<file path="src/rtl/proc_pkg.sv">
// Shared definitions for the instruction sequencer.
// Opcodes, FSM state encoding and DIN opcode field position.
package proc_pkg;

  localparam logic [2:0] OP_MV   = 3'b000;
  localparam logic [2:0] OP_MVI  = 3'b001;
  localparam logic [2:0] OP_ADD  = 3'b010;
  localparam logic [2:0] OP_SUB  = 3'b011;
  localparam logic [2:0] OP_HALT = 3'b111;

  localparam int OP_HI = 8;
  localparam int OP_LO = 6;

  typedef enum logic [2:0] {
    S_IDLE,
    S_FETCH,
    S_ISSUE,
    S_EXEC,
    S_HALTED,
    S_ERROR
  } state_e;

  function automatic logic [2:0] opcode(input logic [15:0] w);
    return w[OP_HI:OP_LO];
  endfunction

endpackage

</file>
<file path="src/rtl/seq_watchdog.sv">
// Handshake watchdog: counts enabled cycles, flags the last
// cycle before TIMEOUT is reached so the caller can bail out.
module seq_watchdog #(
  parameter int TIMEOUT = 8
) (
  input  logic clk_i,
  input  logic rst_ni,
  input  logic clr_i,
  input  logic en_i,
  output logic expired_o
);

  localparam int CW = $clog2(TIMEOUT + 1);

  logic [CW-1:0] cnt_q, cnt_d;

  always_comb begin
    cnt_d = cnt_q;
    if (clr_i)     cnt_d = '0;
    else if (en_i) cnt_d = cnt_q + CW'(1);
  end

  always_ff @(posedge clk_i or negedge rst_ni) begin
    if (!rst_ni) cnt_q <= '0;
    else         cnt_q <= cnt_d;
  end

  assign expired_o = en_i && !clr_i
                  && (cnt_q == CW'(TIMEOUT - 1));

endmodule

</file>
<file path="src/rtl/proc_sequencer.sv">
// Fetches ROM words and feeds them to the multi-cycle processor,
// supplying mvi immediates in T1 and stopping on HALT/Stop/timeout.
module proc_sequencer
  import proc_pkg::*;
#(
  parameter int ADDR_W  = 5,
  parameter int TIMEOUT = 8
) (
  input  logic              Clock,
  input  logic              Resetn,
  input  logic              Start,
  input  logic              Stop,
  input  logic [ADDR_W-1:0] StartAddr,
  output logic [ADDR_W-1:0] MemAddr,
  input  logic [15:0]       MemData,
  output logic [15:0]       DIN,
  output logic              Run,
  input  logic              Done,
  output logic              Busy,
  output logic              Halted,
  output logic              Err,
  output logic [15:0]       InstrCount
);

  state_e            state_q, state_d;
  logic [ADDR_W-1:0] pc_q, pc_d;
  logic [15:0]       cnt_q, cnt_d;
  logic [2:0]        op_q, op_d;
  logic              first_q, first_d;
  logic              wd_expired;
  logic              in_exec;

  assign in_exec = (state_q == S_EXEC);

  seq_watchdog #(
    .TIMEOUT (TIMEOUT)
  ) u_wd (
    .clk_i     (Clock),
    .rst_ni    (Resetn),
    .clr_i     (!in_exec || Done),
    .en_i      (in_exec),
    .expired_o (wd_expired)
  );

  always_comb begin
    state_d = state_q;
    pc_d    = pc_q;
    cnt_d   = cnt_q;
    op_d    = op_q;
    first_d = 1'b0;
    Run     = 1'b0;
    DIN     = '0;
    unique case (state_q)
      S_IDLE, S_HALTED: begin
        if (Start) begin
          pc_d    = StartAddr;
          state_d = S_FETCH;
        end
      end
      S_FETCH: begin
        pc_d    = pc_q + ADDR_W'(1);
        state_d = Stop ? S_IDLE : S_ISSUE;
      end
      S_ISSUE: begin
        if (opcode(MemData) == OP_HALT) begin
          state_d = S_HALTED;
        end else begin
          Run     = 1'b1;
          DIN     = MemData;
          op_d    = opcode(MemData);
          first_d = 1'b1;
          state_d = S_EXEC;
          // Skip past the immediate word; it is read during ISSUE.
          if (opcode(MemData) == OP_MVI)
            pc_d = pc_q + ADDR_W'(1);
        end
      end
      S_EXEC: begin
        Run = 1'b1;
        if (first_q && op_q == OP_MVI) DIN = MemData;
        if (Done) begin
          cnt_d   = cnt_q + 16'd1;
          state_d = Stop ? S_IDLE : S_FETCH;
        end else if (wd_expired) begin
          state_d = S_ERROR;
        end
      end
      S_ERROR: ;
      default: state_d = S_IDLE;
    endcase
  end

  always_ff @(posedge Clock or negedge Resetn) begin
    if (!Resetn) begin
      state_q <= S_IDLE;
      pc_q    <= '0;
      cnt_q   <= '0;
      op_q    <= OP_MV;
      first_q <= 1'b0;
    end else begin
      state_q <= state_d;
      pc_q    <= pc_d;
      cnt_q   <= cnt_d;
      op_q    <= op_d;
      first_q <= first_d;
    end
  end

  assign MemAddr    = pc_q;
  assign InstrCount = cnt_q;
  assign Halted     = (state_q == S_HALTED);
  assign Err        = (state_q == S_ERROR);
  assign Busy       = (state_q == S_FETCH)
                   || (state_q == S_ISSUE)
                   || in_exec;

endmodule

</file>
<file path="config.mk">
export PLATFORM = sky130hd
export DESIGN_NAME = proc_sequencer
export DESIGN_NICKNAME = d
export VERILOG_FILES = /design/src/rtl/proc_pkg.sv /design/src/rtl/seq_watchdog.sv /design/src/rtl/proc_sequencer.sv
export SDC_FILE = /design/constraint.sdc
export NUM_CORES = 1
export LEC_CHECK = 0
export CAP_MARGIN = 20
export CORE_UTILIZATION = 39
export DETAILED_ROUTE_END_ITERATION = 8
export PLACE_DENSITY_LB_ADDON = 0.2
export SLEW_MARGIN = 20
export SYNTH_ARGS = -nofsm -noshare
export SYNTH_HDL_FRONTEND = slang
export SYNTH_SLANG_ARGS = --single-unit
</file>
<file path="constraint.sdc">
create_clock -name Clock -period 1.7 [get_ports Clock]
set_input_delay 0.17 -clock Clock [delete_from_list [all_inputs] [get_ports Clock]]
set_output_delay 0.17 -clock Clock [all_outputs]
set_load 0.1 [all_outputs]
</file>
==> out/results.tsv <==
metric	value	unit
leakage	1.48	nW
layout_worst_path_cycle_share	122	%
drv_slew	0	
pwr-share-clk	10.0	%
placeable_core_region	4090	sq um
detailedPlace.worstSlack	-0.382	ns
num_io_pins	67	
rr_worst_depth	6	
synthesis.instances	173	
worst_slack	-0.372	ns
clkLatencyLatePin	0.29	ns
htree_levels	2	
ff2ff_setup_slack	-0.08	ns
synth_cell_type_count	41	
violations	setup timing	
syn-mean-instance-area	9.85	sq um
number_of_global_route_vias_before_repair	1659	
cts.sinks	32	
die_height	68.1	um
worstReg2RegEnd	MemAddr[4]	
tritoncts.num_buffers	5	
power.density_cell_area	1790	nW/um^2
power.share.switching	50.3	%
globalRouteTotalUtil	24.2	%
nets	300	
status	finished, violations left	
seq_power_share	19.3	%
synth_edf_count	0	
maxCapViolations	0	
final_gp_congestion	0.784	
cts_max_path_buffers	2	
num_antenna_cells	0	
drcViolationCount	0	
synth_area	1700	sq um
dr_vias	1677	
synth_warnings	0	
min_period	2.07	ns
drt-vias-per-instance	5.21	
wire_per_inst	16.3	um
max-vdd-ir-drop	1.61	mV
chipWidth	68.1	um
worstSetupEndpointType	output pin	
dp_hpwl	3650	um
report.final.hold_viol_count	0	
register_bit_total_from_synthesis	32	
final_wirelength	5230	um
tritoncts	yes	
floorplan.initialDensity	41.7	%
globalRouteOverflowTotal	0	
clk_root_buffer_cell	sky130_fd_sc_hd__clkbuf_8	
synthToLayoutAreaGrowth	100	%
ys.flop_type	sky130_fd_sc_hd__dfrtp_1	
grt_first_pass_wirelength	8090	um
synth_sequential_area_ratio	47.0	%
worst_clock_skew	0.00519	ns
timing_worst_setup_path_type	flop to output pin	
finalSetupTns	-6.28	ns
setup_viol_count_final	22	
worst_ep_required_time	1.53	ns
post_route_cells_drive_above_1_share	49.3	%
placement.io_buffers	66	
grt_max_degree	33	
detail-route-antenna-nets	0	
firstDrtPassIters	4	
worst-slew-pin-transition	0.408	ns
critPathArrivalTime	1.90	ns
synth.net_count	202	
max_clock_freq	483	MHz
path_category_of_the_worst_min_delay_check	input pin to asynchronous set/reset pin	
floorplan.rows	23	
max_slew_margin	72.8	%
internal_power	3.04	mW
antenna_violations_before_repair	0	
fp.dieArea	4640	sq um
p_comb_share	70.8	%
r2r_start	state_q[2]	
initialDrtViolationCount	49	
placed_cell_area	3100	sq um
highest_net_fanout_along_the_worst_path	6	
worstSetupStartpointType	flop	
rsz_0062_raised_after_global_routing	yes	
ys_async_sr_fraction	100	%
net_switching_power	3.07	mW
cts.clk_slew.worst_paths	0.06	ns
final_area	3410	sq um
worst max-delay path, stage by stage (launching register included):
cell	delay (ns)
sky130_fd_sc_hd__dfrtp_1	0.40
sky130_fd_sc_hd__or4bb_4	0.54
sky130_fd_sc_hd__nor2_4	0.14
sky130_fd_sc_hd__nor2_4	0.08
sky130_fd_sc_hd__buf_12	0.15
sky130_fd_sc_hd__nor2b_4	0.13
sky130_fd_sc_hd__buf_12	0.18
how the worst max path moves through the flow:
| stage | start | slack [ns] | endpoint |
|---|---|---|---|
| CTS | op_q[1] | -0.37 | DIN[15] |
| finish | op_q[2] | -0.37 | DIN[7] |
| global placement | MemData[7] | -0.34 | DIN[4] |
| detailed placement | MemData[8] | -0.38 | DIN[15] |
| floorplan | state_q[1] | -0.41 | Err |
| global route | op_q[1] | -0.42 | DIN[14] |
synth_stat cells (all sizes together) (4+ instances only):
master / number / area, sq um
inv: 6 / 22.5
a21oi: 4 / 20.0
xnor2: 15 / 131
nand2b: 4 / 25.0
and3: 4 / 25.0
nor2b: 16 / 108
nand2: 11 / 41.3
nand4: 4 / 25.0
nor2: 19 / 71.3
buf: 5 / 27.5
nand3: 8 / 40.0
o22ai: 6 / 37.5
dfrtp: 32 / 801
cells by family after synthesis:
group	count (synthesis)	synth area share [%]
flip-flops	32	47.0
multiplexers	2	1.17
adder cells (fa/ha/maj)	3	2.20
AO/OA/AOI/OAI	27	11.2
buffers and inverters	13	3.45
AND/OR/NAND/NOR	79	26.2
XOR/XNOR	17	8.74
state kept, by name, indices dropped and copies added (netlist names):
signal / cells
first_q: 1
InstrCount: 16
op_q: 3
state_q: 3
MemAddr: 5
u_wd.cnt_q: 4
timing repair:
item / 4_1_cts / 5_1_grt
gates cloned: 1 / 0
buffers inserted: 6 / 3
setup endpoints to repair: 19 / 31
hold buffers: 0 / 0
gates resized for setup: 8 / 17
pin swaps: 3 / 11
layout by cell type, fill, tap and decap left out, types with 5 or more instances in the layout:
| cell | count |
|---|---|
| sky130_fd_sc_hd__buf_12 | 41 |
| sky130_fd_sc_hd__buf_4 | 26 |
| sky130_fd_sc_hd__clkdlybuf4s50_1 | 25 |
| sky130_fd_sc_hd__dfrtp_1 | 19 |
| sky130_fd_sc_hd__nor2b_4 | 16 |
| sky130_fd_sc_hd__xnor2_1 | 15 |
| sky130_fd_sc_hd__nor2_1 | 13 |
| sky130_fd_sc_hd__dfrtp_2 | 11 |
| sky130_fd_sc_hd__nand2_1 | 11 |
| sky130_fd_sc_hd__nand3_1 | 8 |
| sky130_fd_sc_hd__inv_1 | 6 |
| sky130_fd_sc_hd__clkbuf_8 | 6 |
| sky130_fd_sc_hd__buf_6 | 5 |
final cells by class:
cell class                 instances  area (sq um)
timing repair buffer              98          1350
multi-input combinational        128          1060
sequential                        32           822
fill                             206           676
clock buffer                       6          82.6
tap                               50          62.6
inverter                           6          22.5
clock inverter                     2          10.0
routing by layer:
| layer | track usage [%] | vias up | part of all wire, % |
|---|---|---|---|
| met5 | 0 | - | 0 |
| met4 | 8.59 | 0 | 1.4 |
| met3 | 4.00 | 7 | 3.2 |
| met2 | 40.7 | 44 | 52 |
| met1 | 31.0 | 832 | 43 |
| li1 | - | 794 | - |
through the flow:
step / cells / hold slack, ns / utilization (%) / power [mW]
6_report: 322 / 0.287 / 83.5 / 6.11
5_1_grt: 322 / 0.327 / 83.5 / 6.36
4_1_cts: 319 / 0.295 / 81.0 / 5.90
3_5_place_dp: 304 / 0.451 / 76.0 / 5.08
3_3_place_gp: 304 / 0.444 / 76.0 / 5.00
2_1_floorplan: 173 / -0.126 / - / 3.66
power groups by stage:
| stage | Sequential [mW] | Combinational, mW | Clock [mW] |
|---|---|---|---|
| 2_1_floorplan | 1.79 | 1.87 | 0 |
| 3_3_place_gp | 1.17 | 3.82 | 0 |
| 3_5_place_dp | 1.18 | 3.90 | 0 |
| 4_1_cts | 1.17 | 4.12 | 0.619 |
| 5_1_grt | 1.20 | 4.50 | 0.654 |
| 6_report | 1.18 | 4.32 | 0.608 |
Power figures use the tool's default switching activity.
